[src/rtl/branch_pkg.sv]
// Shared encodings and helpers for ID-stage branch resolution.
package branch_pkg;

  typedef enum logic [2:0] {
    BEQ  = 3'd0,
    BNE  = 3'd1,
    BLT  = 3'd2,
    BGE  = 3'd3,
    BLTZ = 3'd4,
    BGEZ = 3'd5,
    BLEZ = 3'd6,
    BGTZ = 3'd7
  } br_op_t;

  typedef enum logic {
    IDLE  = 1'b0,
    STALL = 1'b1
  } br_state_t;

  // Only the two-operand compares read rt; the zero-compares ignore it.
  function automatic logic uses_rt(input logic [2:0] op);
    return br_op_t'(op) inside {BEQ, BNE, BLT, BGE};
  endfunction

endpackage

[src/rtl/branch_cond_eval.sv]
// Signed branch-condition evaluator for all eight branch types.
module branch_cond_eval
  import branch_pkg::*;
#(
  parameter int DATA_W = 32
) (
  input  logic [2:0]        op,
  input  logic [DATA_W-1:0] a,
  input  logic [DATA_W-1:0] b,
  output logic              take
);

  logic signed [DATA_W-1:0] sa;
  logic signed [DATA_W-1:0] sb;
  logic                     aNeg;
  logic                     aZero;

  always_comb begin
    sa    = a;
    sb    = b;
    aNeg  = a[DATA_W-1];
    aZero = (a == '0);
    take  = 1'b0;
    case (br_op_t'(op))
      BEQ:     take = (a == b);
      BNE:     take = (a != b);
      BLT:     take = (sa < sb);
      BGE:     take = (sa >= sb);
      BLTZ:    take = aNeg;
      BGEZ:    take = !aNeg;
      BLEZ:    take = aNeg || aZero;
      BGTZ:    take = !aNeg && !aZero;
      default: take = 1'b0;
    endcase
  end

endmodule

[src/rtl/branch_resolve_unit.sv]
// ID-stage branch resolution with MEM forwarding, load/ALU hazard stalls and stats.
module branch_resolve_unit
  import branch_pkg::*;
#(
  parameter int DATA_W = 32,
  parameter int REG_AW = 5,
  parameter int CNT_W  = 16
) (
  input  logic              clk,
  input  logic              reset,
  input  logic              branch_d,
  input  logic [2:0]        br_op_d,
  input  logic [REG_AW-1:0] rs_d,
  input  logic [REG_AW-1:0] rt_d,
  input  logic [DATA_W-1:0] rd1_d,
  input  logic [DATA_W-1:0] rd2_d,
  input  logic              reg_write_e,
  input  logic              mem_to_reg_e,
  input  logic [REG_AW-1:0] write_reg_e,
  input  logic              reg_write_m,
  input  logic              mem_to_reg_m,
  input  logic [REG_AW-1:0] write_reg_m,
  input  logic [DATA_W-1:0] alu_out_m,
  output logic              pc_src_d,
  output logic              stall_fd,
  output logic              flush_e,
  output logic              flush_d,
  output logic [CNT_W-1:0]  branch_cnt,
  output logic [CNT_W-1:0]  taken_cnt,
  output logic [CNT_W-1:0]  stall_cnt
);

  br_state_t         state;
  logic [1:0]        cnt;
  logic              useRt, exMatch, memMatch, fwdA, fwdB;
  logic [1:0]        depth;
  logic [DATA_W-1:0] opA, opB;
  logic              take, stallNow, resolveNow;

  always_comb begin
    useRt    = uses_rt(br_op_d);
    exMatch  = reg_write_e && (write_reg_e != '0) &&
               ((write_reg_e == rs_d) || (useRt && (write_reg_e == rt_d)));
    memMatch = reg_write_m && (write_reg_m != '0) &&
               ((write_reg_m == rs_d) || (useRt && (write_reg_m == rt_d)));

    if (exMatch && mem_to_reg_e)      depth = 2'd2;
    else if (exMatch)                 depth = 2'd1;
    else if (memMatch && mem_to_reg_m) depth = 2'd1;
    else                              depth = 2'd0;

    fwdA = reg_write_m && !mem_to_reg_m && (write_reg_m != '0) && (write_reg_m == rs_d);
    fwdB = reg_write_m && !mem_to_reg_m && (write_reg_m != '0) && (write_reg_m == rt_d);
    opA  = fwdA ? alu_out_m : rd1_d;
    opB  = fwdB ? alu_out_m : rd2_d;

    // Reset gates the combinational outputs so they drop the instant reset rises.
    stallNow   = !reset && ((state == STALL) || (branch_d && (depth != 2'd0)));
    resolveNow = !reset && (state == IDLE) && branch_d && (depth == 2'd0);
  end

  branch_cond_eval #(.DATA_W(DATA_W)) condEval (
    .op   (br_op_d),
    .a    (opA),
    .b    (opB),
    .take (take)
  );

  assign stall_fd = stallNow;
  assign flush_e  = stallNow;
  assign pc_src_d = resolveNow && take;
  assign flush_d  = resolveNow && take;

  always_ff @(posedge clk or posedge reset) begin
    if (reset) begin
      state <= IDLE;
      cnt   <= '0;
    end else begin
      case (state)
        IDLE: begin
          if (branch_d && (depth == 2'd2)) begin
            state <= STALL;
            cnt   <= 2'd1;
          end
        end
        STALL: begin
          cnt <= cnt - 2'd1;
          if (cnt == 2'd1) state <= IDLE;
        end
        default: state <= IDLE;
      endcase
    end
  end

  always_ff @(posedge clk or posedge reset) begin
    if (reset) begin
      branch_cnt <= '0;
      taken_cnt  <= '0;
      stall_cnt  <= '0;
    end else begin
      if (resolveNow && (branch_cnt != '1))          branch_cnt <= branch_cnt + 1'b1;
      if (resolveNow && take && (taken_cnt != '1))   taken_cnt  <= taken_cnt + 1'b1;
      if (stallNow && (stall_cnt != '1))             stall_cnt  <= stall_cnt + 1'b1;
    end
  end

endmodule

[config.mk]
export PLATFORM = sky130hd
export DESIGN_NAME = branch_resolve_unit
export DESIGN_NICKNAME = d
export VERILOG_FILES = /design/src/rtl/branch_pkg.sv /design/src/rtl/branch_cond_eval.sv /design/src/rtl/branch_resolve_unit.sv
export SDC_FILE = /design/constraint.sdc
export NUM_CORES = 1
export LEC_CHECK = 0
export ABC_AREA = 1
export BUFFER_PORTS_ARGS = -buffer_cell sky130_fd_sc_hd__clkbuf_2
export CAP_MARGIN = 25
export CORE_MARGIN = 8
export CORE_UTILIZATION = 25
export DETAILED_ROUTE_END_ITERATION = 6
export PLACE_DENSITY = 0.43
export SLEW_MARGIN = 20
export SYNTH_ARGS = -nofsm -noshare
export SYNTH_HDL_FRONTEND = slang
export SYNTH_HIERARCHICAL = 1
export SYNTH_SLANG_ARGS = --single-unit
[constraint.sdc]
create_clock -name clk -period 3.79 [get_ports clk]
set_clock_uncertainty 0.05 [all_clocks]
set_input_delay 0.379 -clock clk [delete_from_list [all_inputs] [get_ports clk]]
set_output_delay 0.379 -clock clk [all_outputs]
set_load 0.1 [all_outputs]
# Word-level counts from Yosys, hierarchy flattened
# Cells that the tools add are included.
[word_totals]
elab_cells = 80
reg_bits = 51
[classes]
muxes = 11
n_addsub = 4
reduce_logical = 38
eq_ne = 19
magnitude_cmp = 2
bitwise = 1
[ops]
columns = ["op", "n"]
rows = [
  ["32-bit 2-to-1 mux", 2],
  ["16-bit by 1-bit adder with 16-bit output, second input constant", 3],
  ["16-bit != test, second input constant", 3],
  ["32-bit == test", 1],
  ["32-bit >= comparator", 1],
  ["32-bit zero test", 1],
  ["32-bit < comparator", 1],
  ["32-bit != test", 1],
  ["1-bit logical AND", 23],
  ["5-bit == test", 4],
  ["3-bit == test, second input constant", 4],
  ["5-bit nonzero test", 2],
  ["1-bit case mux with 8 select lines", 1],
  ["3-bit by 2-bit == test with 1-bit output, second input constant", 2],
  ["1-bit zero test", 4],
  ["1-bit logical OR", 4],
  ["1-bit 2-to-1 mux", 4],
  ["2-bit 2-to-1 mux", 2],
  ["2-bit case mux with 2 select lines", 1],
  ["4-bit nonzero test", 1],
  ["3-bit by 1-bit == test with 1-bit output, second input constant", 1],
  ["3-bit zero test", 1],
  ["2-bit by 1-bit == test with 1-bit output, second input constant", 1],
  ["2-bit == test, second input constant", 1],
  ["other kinds (6)", 6],
]

# Depth between registers and ports, before layout
# Gate-level depths: netlist of the first run.
[depth]
depth_word = 14
depth_mapped = 33
depth_no_buf = 31

# Cells and area by module
# Netlist of the first run, hierarchy kept.
[modules_own_cells]
columns = ["mod", "cells_each", "area_per_inst_um2", "n_inst"]
rows = [
  ["branch_resolve_unit", 648, 4151.5, 1],
  ["branch_cond_eval", 198, 1121.1, 1],
]

# Least setup slack after synthesis of the first run
# OpenSTA, ideal clock, no wires.
[synth_path]
path_kind = "in2out"
from = "input write_reg_m[1]"
to = "output pc_src_d"
t_arrival_ns = 3.719
required_time_ns = 3.361
n_path_buf = 4
stages = 23
setup_slack_ns = -0.358
path_cell_list = "inv_1 > nand2_1 > a21oi_1 > nand3_1 > or2_2 > buf_2 > buf_2 > o21ai_0 > ha_1 > a21oi_1 > o21a_1 > nand2_1 > a21oi_1 > nand2_1 > nand2_1 > nand3_1 > nand2_1 > inv_1 > nand3_2 > inv_1 > nor2_2 > buf_2 > buf_4"
[synth_between]
word_cells_on_any_way = 29
[synth_rtl]
columns = ["item", "line_no", "rtl"]
rows = [
  ["start, declared", "branch_resolve_unit.sv:22", "input logic [REG_AW-1:0] write_reg_m,"],
  ["5-bit nonzero test", "branch_resolve_unit.sv:52", "fwdA = reg_write_m && !mem_to_reg_m && (write_reg_m != '0) && (write_reg_m == rs_d);"],
  ["1-bit logical AND", "branch_resolve_unit.sv:52", ""],
  ["1-bit logical AND (*)", "branch_resolve_unit.sv:52", ""],
  ["32-bit 2-to-1 mux (*)", "branch_resolve_unit.sv:54", "opA = fwdA ? alu_out_m : rd1_d;"],
  ["via opA[31]", "branch_resolve_unit.sv:37", "logic [DATA_W-1:0] opA, opB;"],
  ["branches (longest 3 deep; another with 32-bit >= comparator)", "n/a", ""],
  ["1-bit case mux with 8 select lines (*)", "branch_cond_eval.sv:24", "case (br_op_t'(op))"],
  ["via take", "branch_resolve_unit.sv:38", "logic take, stallNow, resolveNow;"],
  ["1-bit logical AND (*)", "n/a", ""],
  ["end, declared", "branch_resolve_unit.sv:24", "output logic pc_src_d,"],
]
# Mark *: on every way through the listed nets, which the timed path passes.

# Worst setup path after layout of the first run
[layout_path]
from = "input write_reg_m[4]"
to = "output pc_src_d"
[layout_between]
word_cells_on_any_way = 29
[layout_rtl]
columns = ["item", "line_no", "rtl"]
rows = [
  ["5-bit nonzero test", "branch_resolve_unit.sv:52", ""],
  ["1-bit logical AND", "branch_resolve_unit.sv:52", ""],
  ["1-bit logical AND (*)", "branch_resolve_unit.sv:52", ""],
  ["32-bit 2-to-1 mux (*)", "branch_resolve_unit.sv:54", ""],
  ["via opA[21]", "branch_resolve_unit.sv:37", ""],
  ["branches (longest 3 deep; another with 32-bit >= comparator)", "n/a", ""],
  ["1-bit case mux with 8 select lines (*)", "branch_cond_eval.sv:24", ""],
  ["via take", "branch_resolve_unit.sv:38", ""],
  ["1-bit logical AND (*)", "branch_resolve_unit.sv:71", "assign pc_src_d = resolveNow && take;"],
]
# Marked as above.

==> flow_summary.toml, run 1 <==
[clock_tree]
clk_latency_ns = 0.30
cts_buffers = 5
htree_num_levels = 2
cts-root-buf = "clkbuf_16"
ctsHoldBuffers = 0
cts.path.max_buffers = 2
cts_sinks = 51
cts_tree = "built"
clk_pin_slew_worst_paths_ns = 0.08

[power]
total_power_mw = 3.20
peakVddDrop_uv = 235
power_switching_mw = 1.79
pwr-share-clk_pct = 16.9
seqPwrFrac_pct = 25.5
power.leakage_nw = 4.15
powerDensity_nw_per_um2 = 411
pwr-share-comb_pct = 57.6
p_sw_share_pct = 56.0
p_int_mw = 1.41

[route]
dr_total_vias = 5986
drc = 0
drtPass1Iterations = 4
ant_nets = 0
wl_per_cell_um = 14.5
via_per_inst = 4.46
finalWirelength_um = 19400
drt_iter0_markers = 170

[worst_setup_path]
cp_slowest_stage_delay_ns = 0.35
crit_chain = "buf_8, xor2_1, nor2_1, nand3_2, or2_4, clkbuf_16, o21ai_1, ha_1, a21oi_1, o21a_1, nand2_1, a21oi_2, nand2_2, nand2_2, nand3_2, nand2_1, inv_1, nand3_2, inv_2, nor2_4, buf_12"
startpoint = "write_reg_m[4]"
worstPathArrival_ns = 3.25
worst-path-max-fanout = 8
required_ns = 3.36
slowest_stage = "or2_4"
crit_path_start_kind = "input port"
crit_path_end_kind = "output pin"
crit_buf_inv = 5
cp_top_family = "simple AND/OR/NAND/NOR gates"
cp_common_cell = "nand3_2"
r2r_start = "taken_cnt[0]"
crit_type = "input port to output pin"

[final_layout]
fill_cells = 2314
final_area_um2 = 7780
layout.nets = 1225
drive_gt1_share_pct = 33.0
most-common-layout-cells = "nand2_1 (250), clkbuf_2 (169), inv_1 (121), nor2_1 (55), dfrtp_1 (51)"
final_common_cell = "nand2_1"
syn2layout_area_growth_pct = 47.6

[global_routing]
antenna_found_initial = 7
grt_pass1_vias = 5964
met1_usage_pct = 16.0
busiest_layer = "met2"
grt_use_total_pct = 13.4
grt_use_met3_pct = 4.22
grt_pass1_wl_um = 28900
grtUsageMet2_pct = 22.6
grt_max_degree = 62
overflow = 0

[hold_path]
hp-class = "input port to asynchronous set/reset pin"

[flow_run]
cap_violations = 0

[synth]
avgSynthCellArea_um2 = 6.23
ys_types = 35
ys_ff_latch = 51
yosysSeqAreaShare_pct = 24.2
syn_inst = 846
yosys_warnings = 6
synthesis.area_um2 = 5270
syn-num-nets = 1008

[sta]
tightest_slew_ns = 0.660
post-route-period-util_pct = 97.1
rsz0062_at_grt = "true"
hold_violations = 0
setup_tns_ns = 0
maxSlewViolCount = 0
slew_headroom_pct = 55.9
fmax_ghz = 0.272
setup_viol_count_final = 0
period_needed_ns = 3.68

[floorplan]
initial_utilization_pct = 25.2
coreArea_um2 = 20900
chipHeight_um = 161
ioPinCount = 178
die_w_um = 161
die-area_um2 = 26000
rows = 53

[placement]
hpwl_um = 14300
placed_cell_area_um2 = 6720
port_buffers = 177
gp_congestion = 0.808

[outcome]
status = "completed"
## cell usage after synthesis (all sizes together)
cell,n,area [µm²]
nand3,50,268
inv,131,492
a21o,1,7.51
ha,36,450
dfrtp,51,1280
o21a,2,15.0
a211oi,1,7.51
nor2,64,260
nand3b,1,7.51
a21oi,18,90.1
or2,1,6.26
o21ai,91,455
nor4,6,43.8
nand4,27,169
clkbuf,12,65.1
nand2,272,1040
buf,14,91.3
xor2,33,289
xnor2,15,131
nor3,19,105
clkinv,1,3.75
## power by group through the flow
stage / logic [mW] / registers [mW] / clock network, mW
CTS: 1.77 / 0.818 / 0.564
global placement: 1.75 / 0.830 / 0
floorplan: 0.557 / 1.64 / 0
global route: 1.98 / 0.841 / 0.581
detailed placement: 1.75 / 0.827 / 0
finish: 1.84 / 0.815 / 0.540
## what timing repair did
action                     CTS  global route
pin swaps                    5            48
resized for setup           22           164
setup endpoints to repair    2            18
gates cloned                 1            11
setup buffers                2             4
## final timing paths
path | end | slack, ns | cells after the start
worst max-delay path | pc_src_d | 0.11 | 21
worst min-delay path | stall_cnt[5] | 0.15 | 2
worst max register to register | taken_cnt[13] | 1.50 | 10
worst min register to register | state | 0.42 | 1
max in group asynchronous | taken_cnt[8] | 2.60 | 3
min in group clk | state | 0.42 | 1
## metrics by stage
step / hold slack (ns) / std cells / util, % / setup slack (ns)
global route: 0.180 / 1343 / 37.2 / -0.0713
finish: 0.147 / 1343 / 37.2 / 0.110
detailed placement: 0.411 / 1314 / 32.2 / -0.176
CTS: 0.148 / 1325 / 33.3 / 0.00297
floorplan: 0.387 / 846 / - / 0.0110
global placement: 0.410 / 1314 / 32.2 / -0.144
## layer usage
layer / wire length, µm / share of wire [%]
met2: 9200 / 47
met5: 37 / 0.19
met4: 313 / 1.6
met1: 8590 / 44
met3: 1270 / 6.6
## flip-flops by register name, summed over array words and instances, names as in the netlist
signal	count
branch_cnt	16
cnt	2
stall_cnt	16
state	1
taken_cnt	16
## cells by family after synthesis
| group | synth area share, % |
|---|---|
| and+or+nand+nor | 36.0 |
| buffers and inverters | 12.4 |
| AOI/OAI and AO/OA | 10.9 |
| DFF | 24.2 |
| adders and majority gates | 8.54 |
| xor gates and xnor gates | 7.97 |
## cell type report
cell class / instances / area [µm²] / area share (%)
Clock inverter: 3 / 46.3 / 0.595
Clock buffer: 5 / 125 / 1.61
Tap cell: 275 / 344 / 4.42
Inverter: 132 / 498 / 6.40
Multi-Input combinational cell: 637 / 3860 / 49.6
Sequential cell: 51 / 1280 / 16.4
Antenna cell: 4 / 10.0 / 0.129
Timing Repair Buffer: 236 / 1620 / 20.9
(Power assumes the default switching activity.)
==> inputs of run 2 (changes only) <==
Settings changed: REMOVE_ABC_BUFFERS from default to 1.
==> flow_summary.toml, run 2 (same netlist as run 1, synthesis figures left out) <==
[placement]
port_buffers = 177
gp_congestion = 0.810
pre_cts_ws_ns = -0.136
placed_cell_area_um2 = 6570
hpwl_um = 13600

[final_layout]
layout.nets = 1206
top_regs = "branch_cnt: 16 flops, stall_cnt: 16 flops, taken_cnt: 16 flops"
antenna_cells = 0
syn2layout_area_growth_pct = 42.5
final_common_cell = "nand2_1"
seqCellArea_um2 = 1280
multiInputGateArea_um2 = 3770
most-common-layout-cells = "nand2_1 (254), clkbuf_2 (167), inv_1 (122), nor2_1 (56), dfrtp_1 (51)"
drive_gt1_share_pct = 30.2
final_area_um2 = 7520
fill_cells = 2285

[worst_setup_path]
slowest_stage = "or2_4"
cp_slowest_stage_delay_ns = 0.37
crit_path_start_kind = "input port"
crit_buf_inv = 5
worst-path-max-fanout = 8
cp_top_family = "simple AND/OR/NAND/NOR gates"
crit_path_end_kind = "output pin"
required_ns = 3.36
crit_chain = "buf_8, xor2_1, nor2_1, nand3_2, or2_4, clkbuf_16, nand2_1, o21ai_1, ha_1, nand3_1, nand3b_1, nor2_4, nand2_1, nand3_1, nand3_1, nand2_1, inv_1, nand3_2, inv_2, nor2_4, buf_12"
crit_type = "input port to output pin"
worstPathArrival_ns = 3.21

[global_routing]
met1_usage_pct = 15.3
grt_use_total_pct = 12.5
grt_max_degree = 65
antenna_found_initial = 2
grt_pass1_vias = 5884
grt_pass1_wl_um = 27500
overflow = 0
grtUsageMet2_pct = 21.3
grt_use_met3_pct = 3.54
busiest_layer = "met2"

[route]
finalWirelength_um = 18200
via_per_inst = 4.40
drtPass1Iterations = 4
drt_iter0_markers = 222
dr_total_vias = 5806
ant_nets = 0
wl_per_cell_um = 13.8
drc = 0

[sta]
tightest_slew_ns = 0.880
worst_slack_ns = 0.149
slew_headroom_pct = 41.3
period_needed_ns = 3.64
holdWs_ns = 0.268
hold_violations = 0
fmax_ghz = 0.275
post-route-period-util_pct = 96.1
rsz0062_at_grt = "true"
setup_viol_count_final = 0
maxSlewViolCount = 0

[hold_path]
hp-class = "input port to asynchronous set/reset pin"

[power]
total_power_mw = 3.16
peakVddDrop_uv = 247
power.leakage_nw = 4.02
powerDensity_nw_per_um2 = 421

[clock_tree]
cts.path.max_buffers = 2
htree_num_levels = 2
clk_latency_ns = 0.30
cts_buffers = 5
ctsHoldBuffers = 0
clk_pin_slew_worst_paths_ns = 0.07
cts-root-buf = "clkbuf_16"
cts_tree = "built"
cts_sinks = 51

[floorplan]
rows = 53
ioPinCount = 178
initial_utilization_pct = 25.2
coreArea_um2 = 20900
chipHeight_um = 161
die_w_um = 161
die-area_um2 = 26000

[outcome]
status = "completed"

[flow_run]
cap_violations = 0
[run 2: cell types whose count changed in the layout (fill, tap and decap cells not counted), moves of 4 or more]
cell,change
o21ai_2,-6
diode_2,-4
a21oi_1,-4
a21oi_2,+4
o21ai_1,+9
nand3_2,-4
nand2_1,+4
buf_4,-17
[run 2: worst paths after layout]
check	from	endpoint	slack [ns]	depth (start not counted)
min in group clk	state	state	0.42	1
min	reset	stall_cnt[3]	0.27	2
max reg2reg	taken_cnt[0]	taken_cnt[13]	1.52	10
max in group asynchronous	reset	branch_cnt[8]	2.58	3
max	write_reg_m[4]	pc_src_d	0.15	21
min reg2reg	state	state	0.42	1
[run 2: repair_timing]
action                                  CTS  global route
resized for setup                         9           160
pin swaps                                 0            37
setup buffers                             0             6
cloned                                    0            14
endpoints found under the setup margin    2            11
[run 2: layout make-up]
type,instances,share of cell area (%)
timing repair buffer,216,19.4
clock buffer,5,1.66
clock inverter,3,0.616
tap,275,4.58
inverter,132,6.63
multi-input combinational,638,50.1
sequential,51,17.0
[run 2: metal layers]
layer  share of wire, %  routed length, µm
met5               0.15                 27
met4                1.0                189
met1                 45               8230
met2                 48               8770
met3                5.4                988
[run 2: through the flow]
stage               TNS [ns]  std cells  util [%]
finish                     0       1320      36.0
CTS                        0       1301      32.3
detailed placement     -1.42       1293      31.5
global route          -0.249       1320      36.0
global placement      -0.811       1293      31.5
floorplan             -48.07        820         -
[run 2: power breakdown]
part / total [mW] / switching (mW) / internal [mW]
sequential: 0.821 / 0.147 / 0.673
clock: 0.533 / 0.219 / 0.314
combinational: 1.81 / 1.41 / 0.402
==> inputs of run 3 (changes only) <==
Settings changed: MAX_ROUTING_LAYER from default to met4.
==> flow_summary.toml, run 3 (same netlist as run 1, synthesis figures left out) <==
[worst_setup_path]
slowest_stage = "ha_1"
r2r_slack_ns = 1.52
worst-path-max-fanout = 32
reg2regPathDepth = 10
cp_common_cell = "nand2_1"
crit_type = "input port to output pin"
crit_path_start_kind = "input port"
cp_slowest_stage_delay_ns = 0.34
worstPathArrival_ns = 3.22
required_ns = 3.36
crit-reg2reg-capture = "taken_cnt[2]"
crit_path_end_kind = "output pin"
r2r_start = "taken_cnt[0]"

[clock_tree]
cts_buffers = 5
htree_num_levels = 2
cts_sinks = 51
clk_latency_ns = 0.30
cts-root-buf = "clkbuf_16"
clk_pin_slew_worst_paths_ns = 0.07
cts.path.max_buffers = 2
ctsHoldBuffers = 0
cts_tree = "built"

[sta]
worst_slack_ns = 0.137
setup_tns_ns = 0
post-route-period-util_pct = 96.4
fmax_ghz = 0.274
rsz0062_at_grt = "true"
holdWs_ns = 0.265
setup_viol_count_final = 0
maxSlewViolCount = 0
hold_violations = 0
period_needed_ns = 3.65
tightest_slew_ns = 0.864
slew_headroom_pct = 42.3

[final_layout]
final_common_cell = "nand2_1"
fill_cells = 2297
stdcell_count = 1320
layout.nets = 1204
final_area_um2 = 7450
drive_gt1_share_pct = 29.8
syn2layout_area_growth_pct = 41.3
postLayoutCoreUtil_pct = 35.7
most-common-layout-cells = "nand2_1 (256), clkbuf_2 (171), inv_1 (122), nor2_1 (56), dfrtp_1 (51)"
top_regs = "branch_cnt: 16 flops, stall_cnt: 16 flops, taken_cnt: 16 flops"

[floorplan]
die-area_um2 = 26000
initial_utilization_pct = 25.2
rows = 53
die_w_um = 161
ioPinCount = 178
coreArea_um2 = 20900
chipHeight_um = 161

[hold_path]
hp-class = "input port to asynchronous set/reset pin"

[global_routing]
grt_max_degree = 65
grt_pass1_wl_um = 27500
grt_use_total_pct = 12.8
grt_pass1_vias = 5890
overflow = 0
antenna_found_initial = 2

[placement]
gp_congestion = 0.820
placed_cell_area_um2 = 6570
hpwl_um = 13600
dp.cells = 1293
port_buffers = 177
pre_cts_ws_ns = -0.136

[outcome]
status = "completed"

[power]
pwr-share-comb_pct = 57.1
p_sw_share_pct = 56.1
pwr-share-clk_pct = 16.9
seqPwrFrac_pct = 26.0
total_power_mw = 3.15
peakVddDrop_uv = 247
power.leakage_nw = 4.00
powerDensity_nw_per_um2 = 423
p_int_mw = 1.38
power_switching_mw = 1.77

[route]
drtPass1Iterations = 5
wl_per_cell_um = 13.7
via_per_inst = 4.41
ant_nets = 0
drc = 0
drt_iter0_markers = 228
dr_total_vias = 5816
finalWirelength_um = 18000

[flow_run]
cap_violations = 0
## run 3: cell types whose count changed in the layout (fill, tap and decap cells not counted), sizes merged
| cell | previous run | this run |
|---|---|---|
| diode | 0 | 2 |
| buf | 42 | 36 |
| clkbuf | 179 | 183 |
## run 3: layout make-up
class	instances	area, µm²	area share (%)
Clock inverter	3	46.3	0.621
Tap cell	275	344	4.62
Timing Repair Buffer	214	1420	19.0
Sequential cell	51	1280	17.1
Clock buffer	5	125	1.68
Multi-Input combinational cell	638	3740	50.2
Antenna cell	2	5.00	0.0672
Inverter	132	495	6.65
## run 3: metal layers
metal	part of all wire [%]	global-route usage (%)
met5	0	-
met4	0.92	2.82
met3	4.4	2.90
met2	48	21.3
met1	46	15.7
## run 3: worst max path at each step
stage	startpoint	end	cells past startpoint
final	write_reg_m[1]	pc_src_d	25
after global routing	write_reg_m[4]	pc_src_d	28
after CTS	write_reg_m[0]	pc_src_d	25
after detailed placement	write_reg_m[0]	pc_src_d	29
after global placement	write_reg_m[0]	flush_d	29
after floorplan	rt_d[4]	taken_cnt[13]	22
## run 3: critical path: cells and delay by family
| kind | cells | cell delay [ns] |
|---|---|---|
| adders and majority gates | 1 | 0.34 |
| AOI/OAI and AO/OA | 4 | 0.58 |
| buffers and inverters | 10 | 1.04 |
| and+or+nand+nor | 10 | 0.87 |
## run 3: repair_timing
item / CTS / global route
buffers inserted: 0 / 5
gates resized for setup: 9 / 146
gates cloned: 0 / 13
setup endpoints to repair: 2 / 12
pin swaps: 0 / 38
## run 3: power by group through the flow
| stage | Sequential, mW | Combinational [mW] | Clock (mW) |
|---|---|---|---|
| 6_report | 0.820 | 1.80 | 0.531 |
| 2_1_floorplan | 1.64 | 0.530 | 0 |
| 3_5_place_dp | 0.836 | 1.74 | 0 |
| 5_1_grt | 0.849 | 1.94 | 0.574 |
| 3_3_place_gp | 0.837 | 1.74 | 0 |
| 4_1_cts | 0.824 | 1.74 | 0.554 |
